--- config.mk ---
export PLATFORM = sky130hd
export DESIGN_NAME = regfile_1w1r
export DESIGN_NICKNAME = d
export VERILOG_FILES = /design/src/rtl/regfile_1w1r.sv
export SDC_FILE = /design/constraint.sdc
export NUM_CORES = 1
export LEC_CHECK = 0
export ABC_CLOCK_PERIOD_IN_PS = 1900
export BUFFER_PORTS_ARGS = -buffer_cell sky130_fd_sc_hd__clkbuf_2
export CORE_MARGIN = 3
export CORE_UTILIZATION = 50
export CTS_BUF_LIST = sky130_fd_sc_hd__clkbuf_8
export CTS_CLUSTER_DIAMETER = 40
export DETAILED_ROUTE_END_ITERATION = 7
export HOLD_SLACK_MARGIN = 0.1
export PLACE_DENSITY = 0.72
export SYNTH_ARGS = -nofsm -noshare
export SYNTH_HDL_FRONTEND = slang
export SYNTH_SLANG_ARGS = --single-unit
--- constraint.sdc ---
create_clock -name clk -period 1.9 [get_ports clk]
set_input_delay 0.38 -clock clk [delete_from_list [all_inputs] [get_ports clk]]
set_output_delay 0.38 -clock clk [all_outputs]
set_load 0.005 [all_outputs]
--- src/rtl/regfile_1w1r.sv ---
// regfile_1w1r: parametrised one-write/one-read register file with clear sweep, write-first bypass and range checks.
// Latency: read data, valid and error are registered one cycle after ren; writes land at the clock edge.
// Backpressure: none; while busy, reads return rerr and writes are dropped; init_req is ignored mid-sweep.
// Optional feature macro: REGFILE_PARITY_EN stores an even-parity bit per entry and adds the perr_inj input.
module regfile_1w1r #(
    parameter  int DATA_W = 8,
    parameter  int DEPTH  = 8,
    localparam int ADDR_W = $clog2(DEPTH)
) (
    input  logic              clk,
    input  logic              rst,
    input  logic              init_req,
    output logic              busy,
    input  logic              wen,
`ifdef REGFILE_PARITY_EN
    input  logic              perr_inj,
`endif
    input  logic [ADDR_W-1:0] waddr,
    input  logic [DATA_W-1:0] wdata,
    input  logic              ren,
    input  logic [ADDR_W-1:0] raddr,
    output logic [DATA_W-1:0] rdata,
    output logic              rvalid,
    output logic              rerr
);

`ifdef REGFILE_PARITY_EN
    localparam int ENTRY_W = DATA_W + 1;
`else
    localparam int ENTRY_W = DATA_W;
`endif
    localparam logic [ADDR_W:0]   LP_DEPTH = (ADDR_W + 1)'(DEPTH);
    localparam logic [ADDR_W-1:0] LP_LAST  = ADDR_W'(DEPTH - 1);

    typedef enum logic {
        S_CLEAR = 1'b0,
        S_IDLE  = 1'b1
    } state_t;

    state_t             r_state;
    state_t             w_state_nxt;
    logic [ADDR_W-1:0]  r_cnt;
    logic [ADDR_W-1:0]  w_cnt_nxt;
    logic [ENTRY_W-1:0] r_mem [DEPTH];

    logic [DATA_W-1:0]  r_rdata;
    logic               r_rvalid;
    logic               r_rerr;

    logic               w_idle_go;
    logic               w_waddr_ok;
    logic               w_raddr_ok;
    logic               w_wr_acc;
    logic               w_rd_ok;
    logic               w_bypass;
    logic [ADDR_W-1:0]  w_raddr_safe;
    logic [ENTRY_W-1:0] w_rd_entry;
    logic [ENTRY_W-1:0] w_wr_entry;
    logic [DATA_W-1:0]  w_rd_data;
    logic               w_rd_perr;

    logic               w_mem_we;
    logic [ADDR_W-1:0]  w_mem_wa;
    logic [ENTRY_W-1:0] w_mem_wd;

    // Normal traffic is only served in IDLE when no sweep is starting at this edge.
    assign w_idle_go    = (r_state == S_IDLE) && !init_req;
    assign w_waddr_ok   = {1'b0, waddr} < LP_DEPTH;
    assign w_raddr_ok   = {1'b0, raddr} < LP_DEPTH;
    assign w_wr_acc     = wen && w_waddr_ok && w_idle_go;
    assign w_rd_ok      = w_raddr_ok && w_idle_go;
    assign w_bypass     = w_wr_acc && (raddr == waddr);
    // Keep the array index in range even when the request itself is out of range.
    assign w_raddr_safe = w_raddr_ok ? raddr : '0;
    assign w_rd_entry   = r_mem[w_raddr_safe];
    assign w_rd_data    = w_bypass ? wdata : w_rd_entry[DATA_W-1:0];

`ifdef REGFILE_PARITY_EN
    // Stored parity bit is even parity of the data, optionally inverted to model a fault.
    assign w_wr_entry = {(^wdata) ^ perr_inj, wdata};
    // On a bypassed read the stored parity would differ from recomputed parity exactly when perr_inj is set.
    assign w_rd_perr  = w_bypass ? perr_inj : ((^w_rd_entry[DATA_W-1:0]) != w_rd_entry[DATA_W]);
`else
    assign w_wr_entry = wdata;
    assign w_rd_perr  = 1'b0;
`endif

    // State register: reset lands in CLEAR with the sweep counter at entry 0.
    always_ff @(posedge clk) begin
        if (rst) begin
            r_state <= S_CLEAR;
            r_cnt   <= '0;
        end else begin
            r_state <= w_state_nxt;
            r_cnt   <= w_cnt_nxt;
        end
    end

    // Next state: sweep one entry per cycle, stop on the last entry without wrapping; init_req only honoured in IDLE.
    always_comb begin
        w_state_nxt = r_state;
        w_cnt_nxt   = r_cnt;
        case (r_state)
            S_CLEAR: begin
                if (r_cnt == LP_LAST) begin
                    w_state_nxt = S_IDLE;
                end else begin
                    w_cnt_nxt = r_cnt + 1'b1;
                end
            end
            S_IDLE: begin
                if (init_req) begin
                    w_state_nxt = S_CLEAR;
                    w_cnt_nxt   = '0;
                end
            end
            default: begin
                w_state_nxt = S_CLEAR;
                w_cnt_nxt   = '0;
            end
        endcase
    end

    // Outputs of the FSM: busy flag and the single array write port (sweep has priority over traffic).
    always_comb begin
        busy     = (r_state == S_CLEAR);
        w_mem_we = 1'b0;
        w_mem_wa = r_cnt;
        w_mem_wd = '0;
        if (!rst) begin
            if (r_state == S_CLEAR) begin
                w_mem_we = 1'b1;
            end else if (w_wr_acc) begin
                w_mem_we = 1'b1;
                w_mem_wa = waddr;
                w_mem_wd = w_wr_entry;
            end
        end
    end

    // Storage array: not reset, contents are zeroed by the sweep instead.
    always_ff @(posedge clk) begin
        if (w_mem_we) begin
            r_mem[w_mem_wa] <= w_mem_wd;
        end
    end

    // Registered read port: valid pulse per ren, zero data with rerr on rejected reads, data held when idle.
    always_ff @(posedge clk) begin
        if (rst) begin
            r_rdata  <= '0;
            r_rvalid <= 1'b0;
            r_rerr   <= 1'b0;
        end else if (ren) begin
            r_rvalid <= 1'b1;
            if (w_rd_ok) begin
                r_rdata <= w_rd_data;
                r_rerr  <= w_rd_perr;
            end else begin
                r_rdata <= '0;
                r_rerr  <= 1'b1;
            end
        end else begin
            r_rvalid <= 1'b0;
            r_rerr   <= 1'b0;
        end
    end

    assign rdata  = r_rdata;
    assign rvalid = r_rvalid;
    assign rerr   = r_rerr;

endmodule

# After elaboration in Yosys (flattened, before gate mapping)
# Memory sizes are Yosys's and may differ from the RTL's.
# Cells that the tools add are included.
[word_totals] reg_bits=14 ramBits=64 inputBits=19 output_inout_bits=11 wordCells=40 memories=1
[memory_table] name="r_mem" depth=8 width=8 rd=1 rd_clocked_by_memory_dff=0 write_ports=1 line_no="44" source="logic [ENTRY_W-1:0] r_mem [DEPTH];"
[op_classes] addsub=1 n_eq_ne=4 mux=21 n_bitwise=2 reduce_logical=6
[op_table] cell="2-to-1 mux 8 bit" n=5
[op_table] cell="2-to-1 mux 3 bit" n=5
[op_table] cell="2-to-1 mux 1 bit" n=9
[op_table] cell="one-hot mux 3 bit (2 select lines)" n=1
[op_table] cell="inequality test 2 bit, second input constant" n=2
[op_table] cell="adder 3 x 1 -> 3 bit, second input constant" n=1
[op_table] cell="equality test 3 bit" n=1
[op_table] cell="equality test 3 bit, second input constant" n=1
[op_table] cell="logical AND 1 bit" n=3
[op_table] cell="NOT 1 bit" n=2
[op_table] cell="one-hot mux 1 bit (2 select lines)" n=1
[op_table] cell="AND reduction 2 bit" n=1
[op_table] cell="OR reduction 2 bit" n=1
[op_table] cell="logical NOT 1 bit" n=1

# Logic depth before layout (Yosys ltp)
[depth] word_depth=8 ltp_mapped=6 ltp_nobuf=5

# Worst setup path before layout
# OpenSTA, ideal clock, no wires.
[synth_timing] path_kind="in2reg" from="input port rst" to="memory r_mem[1][0] (netlist name) (enable)" setup_time_ns=0.370 arrival_time_ns=1.518 required_ns=1.530 slack_ns=0.012 stages=5 n_path_buf=2 cell_sequence="clkbuf_1 > nor4bb_1 > buf_2 > a22oi_1 > nor2_1"
[synth_between] elab_chain_cells=3 word_cells_on_any_way=4 cone_classes="mux (4)"
[synth_lines] element="start: declaration" line_no="11" source="input logic rst,"
[synth_lines] element="2-to-1 mux 1 bit" line_no="130" source="if (!rst) begin"
[synth_lines] element="2-to-1 mux 1 bit" line_no="143" source="if (w_mem_we) begin"
[synth_lines] element="2-to-1 mux 1 bit (implied by the code)" line_no="144" source="r_mem[w_mem_wa] <= w_mem_wd;"
[synth_lines] element="end: declaration" line_no="44"
# Parallel ways exist; a longest one is shown, timed or not.

# Final worst setup path
[layout_timing] from="register r_state" to="memory r_mem[2][7] (netlist name) (enable)"
[layout_between] elab_chain_cells=7 word_cells_on_any_way=10 cone_classes="mux (8); reduce/logical (2)"
[layout_lines] element="start: declaration" line_no="40" source="state_t r_state;"
[layout_lines] element="start signal: assignment" line_no="94" source="r_state <= w_state_nxt;"
[layout_lines] element="logical AND 1 bit" line_no="67" source="assign w_idle_go = (r_state == S_IDLE) && !init_req;"
[layout_lines] element="logical AND 1 bit" line_no="70" source="assign w_wr_acc = wen && w_waddr_ok && w_idle_go;"
[layout_lines] element="2-to-1 mux 1 bit" line_no="133" source="end else if (w_wr_acc) begin"
[layout_lines] element="2-to-1 mux 1 bit" line_no="131" source="if (r_state == S_CLEAR) begin"
[layout_lines] element="2-to-1 mux 1 bit" line_no="130"
[layout_lines] element="2-to-1 mux 1 bit" line_no="143"
[layout_lines] element="2-to-1 mux 1 bit (implied by the code)" line_no="144"
# Parallel ways exist; a longest one is shown, timed or not.

==> impl_metrics.py <==
metrics = {
    "run_status": {
        "outcome": "completed",
    },
    "final_layout": {
        "nets": 268,
        "finalInstanceArea_um2": 3790,
        "fillCellCount": 474,
        "layout-drive-gt1-share": 0.333,
        "stdcell_count": 327,
        "antenna_cells": 0,
        "area_growth_pct": 17.8,
    },
    "pwr": {
        "switching_share": 0.216,
        "p_per_area_nw_per_um2": 867,
        "internal-power_w": 0.00257,
        "clkPwrFrac": 0.357,
        "seqPwrFrac": 0.576,
        "combPwrFrac": 0.068,
        "power.switching_w": 0.000708,
        "ir_drop_mv": 0.754,
        "power.leakage_nw": 1.43,
    },
    "place": {
        "dpl.hpwl_mm": 4.58,
        "dpl_cell_area_um2": 3590,
        "numPlacedInstances": 311,
        "io_buffers": 29,
        "post-place-ws_ns": -0.251,
        "globalplace.congestion": 0.840,
    },
    "logic_synthesis": {
        "synth-async-reset-ratio": 0,
        "synth_cell_types": 28,
        "synth.area.mux_share": 0.144,
        "synth_edf_count": 64,
        "synthSimpleGateAreaFrac": 0.0775,
        "synth-seq-cells": 78,
        "synthXorXnorAreaFrac": 0.00817,
        "ys.flop_type": "edfxtp_1",
        "synth_cells": 192,
        "synth_nets": 213,
        "syn-cell-area_um2": 3210,
        "syn_avg_cell_area_um2": 16.7,
        "synth_seq_area_share": 0.685,
        "synth_compound_area_frac": 0.0420,
        "synth_top_family_by_area": "multiplexers",
        "yosysWarnings": 0,
        "synthAdderAreaFrac": 0.00779,
    },
    "routing": {
        "antenna_left": 0,
        "wl_per_cell_um": 20.0,
        "drcViolationCount": 0,
        "finalWirelength_mm": 6.52,
        "num_vias": 1874,
        "drt_iter0_drc": 118,
        "firstDrtPassIters": 4,
        "avgViaCountPerCell": 5.73,
    },
    "cts": {
        "htree_levels": 3,
        "cts-root-buf": "clkbuf_8",
        "cts_num_sinks": 78,
        "cts.clk_slew.worst_paths_ns": 0.08,
        "cts_tree": "yes",
        "clkLatencyLatePin_ns": 0.34,
        "cts-buffers-inserted": 9,
        "post_cts_buffers": 0,
        "clk_path_buf_depth": 2,
    },
    "timing": {
        "finalCriticalPeriod_ns": 1.81,
        "setup_ws_ns": 0.0897,
        "fin_crit_sh": 0.953,
        "finalHoldViolCount": 0,
        "rsz0062_at_grt": "true",
        "maxSlewViolCount": 0,
        "setup_viol": 0,
        "maxSlewHeadroom": 0.527,
        "max_freq_mhz": 552,
        "fin_setup_tns_ns": 0,
        "tightestPinTransition_ns": 0.708,
        "skew_ns": 0.00732,
    },
    "worst_setup_path": {
        "worstSetupEndpointType": "flip-flop",
        "slowest_stage": "nor2_2",
        "worstPathCellList": "nor4bb_1 > buf_4 > a21oi_1 > nor2_2",
        "critical_path.max_stage_delay_ns": 0.45,
        "crit_fanout": 10,
        "critPathBufInv": 1,
        "path_class": "flip-flop to flip-flop",
        "start_kind": "flip-flop",
        "cp_top_family": "simple AND/OR/NAND/NOR gates",
        "required_ns": 1.88,
        "worstPathArrival_ns": 1.79,
    },
    "floorplanning": {
        "die_area_um2": 7430,
        "die_w_um": 86.2,
        "start_util": 0.530,
        "core-area_um2": 6060,
        "io-pin-count": 30,
        "num_rows": 28,
        "dieHeight_um": 86.2,
    },
    "global_routing": {
        "grt_pass1_wl_mm": 10.1,
        "overflow": 0,
        "grt_pass1_vias": 1936,
        "antenna_found_initial": 0,
        "grt_usage": 0.187,
        "grt_start_max_net_pins": 17,
    },
    "flow_run": {
        "max-cap-violations": 0,
    },
    "hold_path": {
        "hp-class": "input pin to flip-flop",
    },
}
==> worst reg2reg max path: stages (launching register included) <==
cell and delay, ns:
dfxtp_1 0.33, nor4bb_1 0.26, buf_4 0.23, a21oi_1 0.17, nor2_2 0.46
==> power by group through the flow <==
stage          logic, W  registers [W]  clock network (W)
6_report       0.000222        0.00189            0.00117
2_1_floorplan  0.000143        0.00192                  0
3_3_place_gp   0.000211        0.00193                  0
3_5_place_dp   0.000217        0.00193                  0
4_1_cts        0.000217        0.00189            0.00120
5_1_grt        0.000241        0.00189            0.00128
==> cell families (layout without fill, tap and decap cells) <==
family / Yosys count / count (layout)
compound gates: 18 / 18
xor+xnor: 3 / 3
fa+ha+maj: 2 / 2
buf+inv: 21 / 81
flops: 78 / 78
mux: 24 / 24
simple gates: 46 / 46
==> Yosys cell counts, types with 3 or more instances <==
| cell type | count | area [um^2] |
|---|---|---|
| nor2_1 | 15 | 56.3 |
| edfxtp_1 | 64 | 1920 |
| mux4_2 | 10 | 225 |
| a31oi_1 | 4 | 25.0 |
| inv_1 | 12 | 45.0 |
| buf_2 | 3 | 15.0 |
| nor2b_1 | 4 | 25.0 |
| o221ai_1 | 8 | 70.1 |
| a22oi_1 | 3 | 22.5 |
| nor3_1 | 11 | 55.1 |
| xor2_1 | 3 | 26.3 |
| nand2_1 | 9 | 33.8 |
| mux2i_1 | 8 | 80.1 |
| dfxtp_1 | 14 | 280 |
| mux4_1 | 6 | 158 |
==> cell usage in the layout, fill, tap and decap left out, types with 2 or more instances in the layout <==
cell	n
nor3_1	11
clkinv_1	3
mux4_1	6
nor2b_1	4
xor2_1	3
nor2_2	4
a31oi_1	4
a22oi_1	3
buf_12	2
nand2_1	9
mux2i_1	8
dfxtp_1	14
clkbuf_2	29
buf_4	22
inv_1	12
a21oi_1	2
clkbuf_8	9
ha_1	2
mux4_2	10
o221ai_1	8
nor3b_1	2
edfxtp_1	64
nor2_1	11
==> flip-flops by register name, indices dropped and copies added, names as in the netlist <==
| signal | count |
|---|---|
| r_mem | 64 |
| r_cnt | 3 |
| rerr | 1 |
| rvalid | 1 |
| r_state | 1 |
| rdata | 8 |
==> worst paths after layout <==
path                            startpoint          end  slack, ns  cells past startpoint
worst max-delay path               r_state  r_mem[2][7]       0.09                      4
worst min-delay path              wdata[2]     rdata[2]       0.35                      3
worst max register to register     r_state  r_mem[2][7]       0.09                      4
worst min register to register    rdata[7]     rdata[7]       0.47                      2
==> area by class of cell <==
cell class	instances	area (um^2)	share of cell area
inverter	12	45.0	0.0119
sequential	78	2200	0.581
clock buffer	9	124	0.0327
timing repair buffer	53	350	0.0925
multi-input combinational	93	908	0.240
tap	75	93.8	0.0248
clock inverter	7	63.8	0.0168
==> layer usage <==
metal	global-route usage	vias to the layer above	part of all wire
li1	-	863	-
met1	0.233	934	0.41
met2	0.309	65	0.52
met3	0.0504	12	0.059
met4	0.0822	0	0.018
met5	0	-	0
==> per-stage QoR <==
step                hold slack (ns)  utilization  power (W)
finish                        0.346        0.625    0.00328
global route                  0.364        0.625    0.00341
CTS                           0.334        0.623    0.00331
detailed placement            0.458        0.592    0.00215
global placement              0.446        0.592    0.00214
floorplan                     0.457            -    0.00207
==> what timing repair did <==
| item | 4_1_cts | 5_1_grt |
|---|---|---|
| resized for setup | 0 | 4 |
| endpoints found under the setup margin | 32 | 32 |
| hold buffers | 0 | 0 |
(Power assumes the default switching activity.)
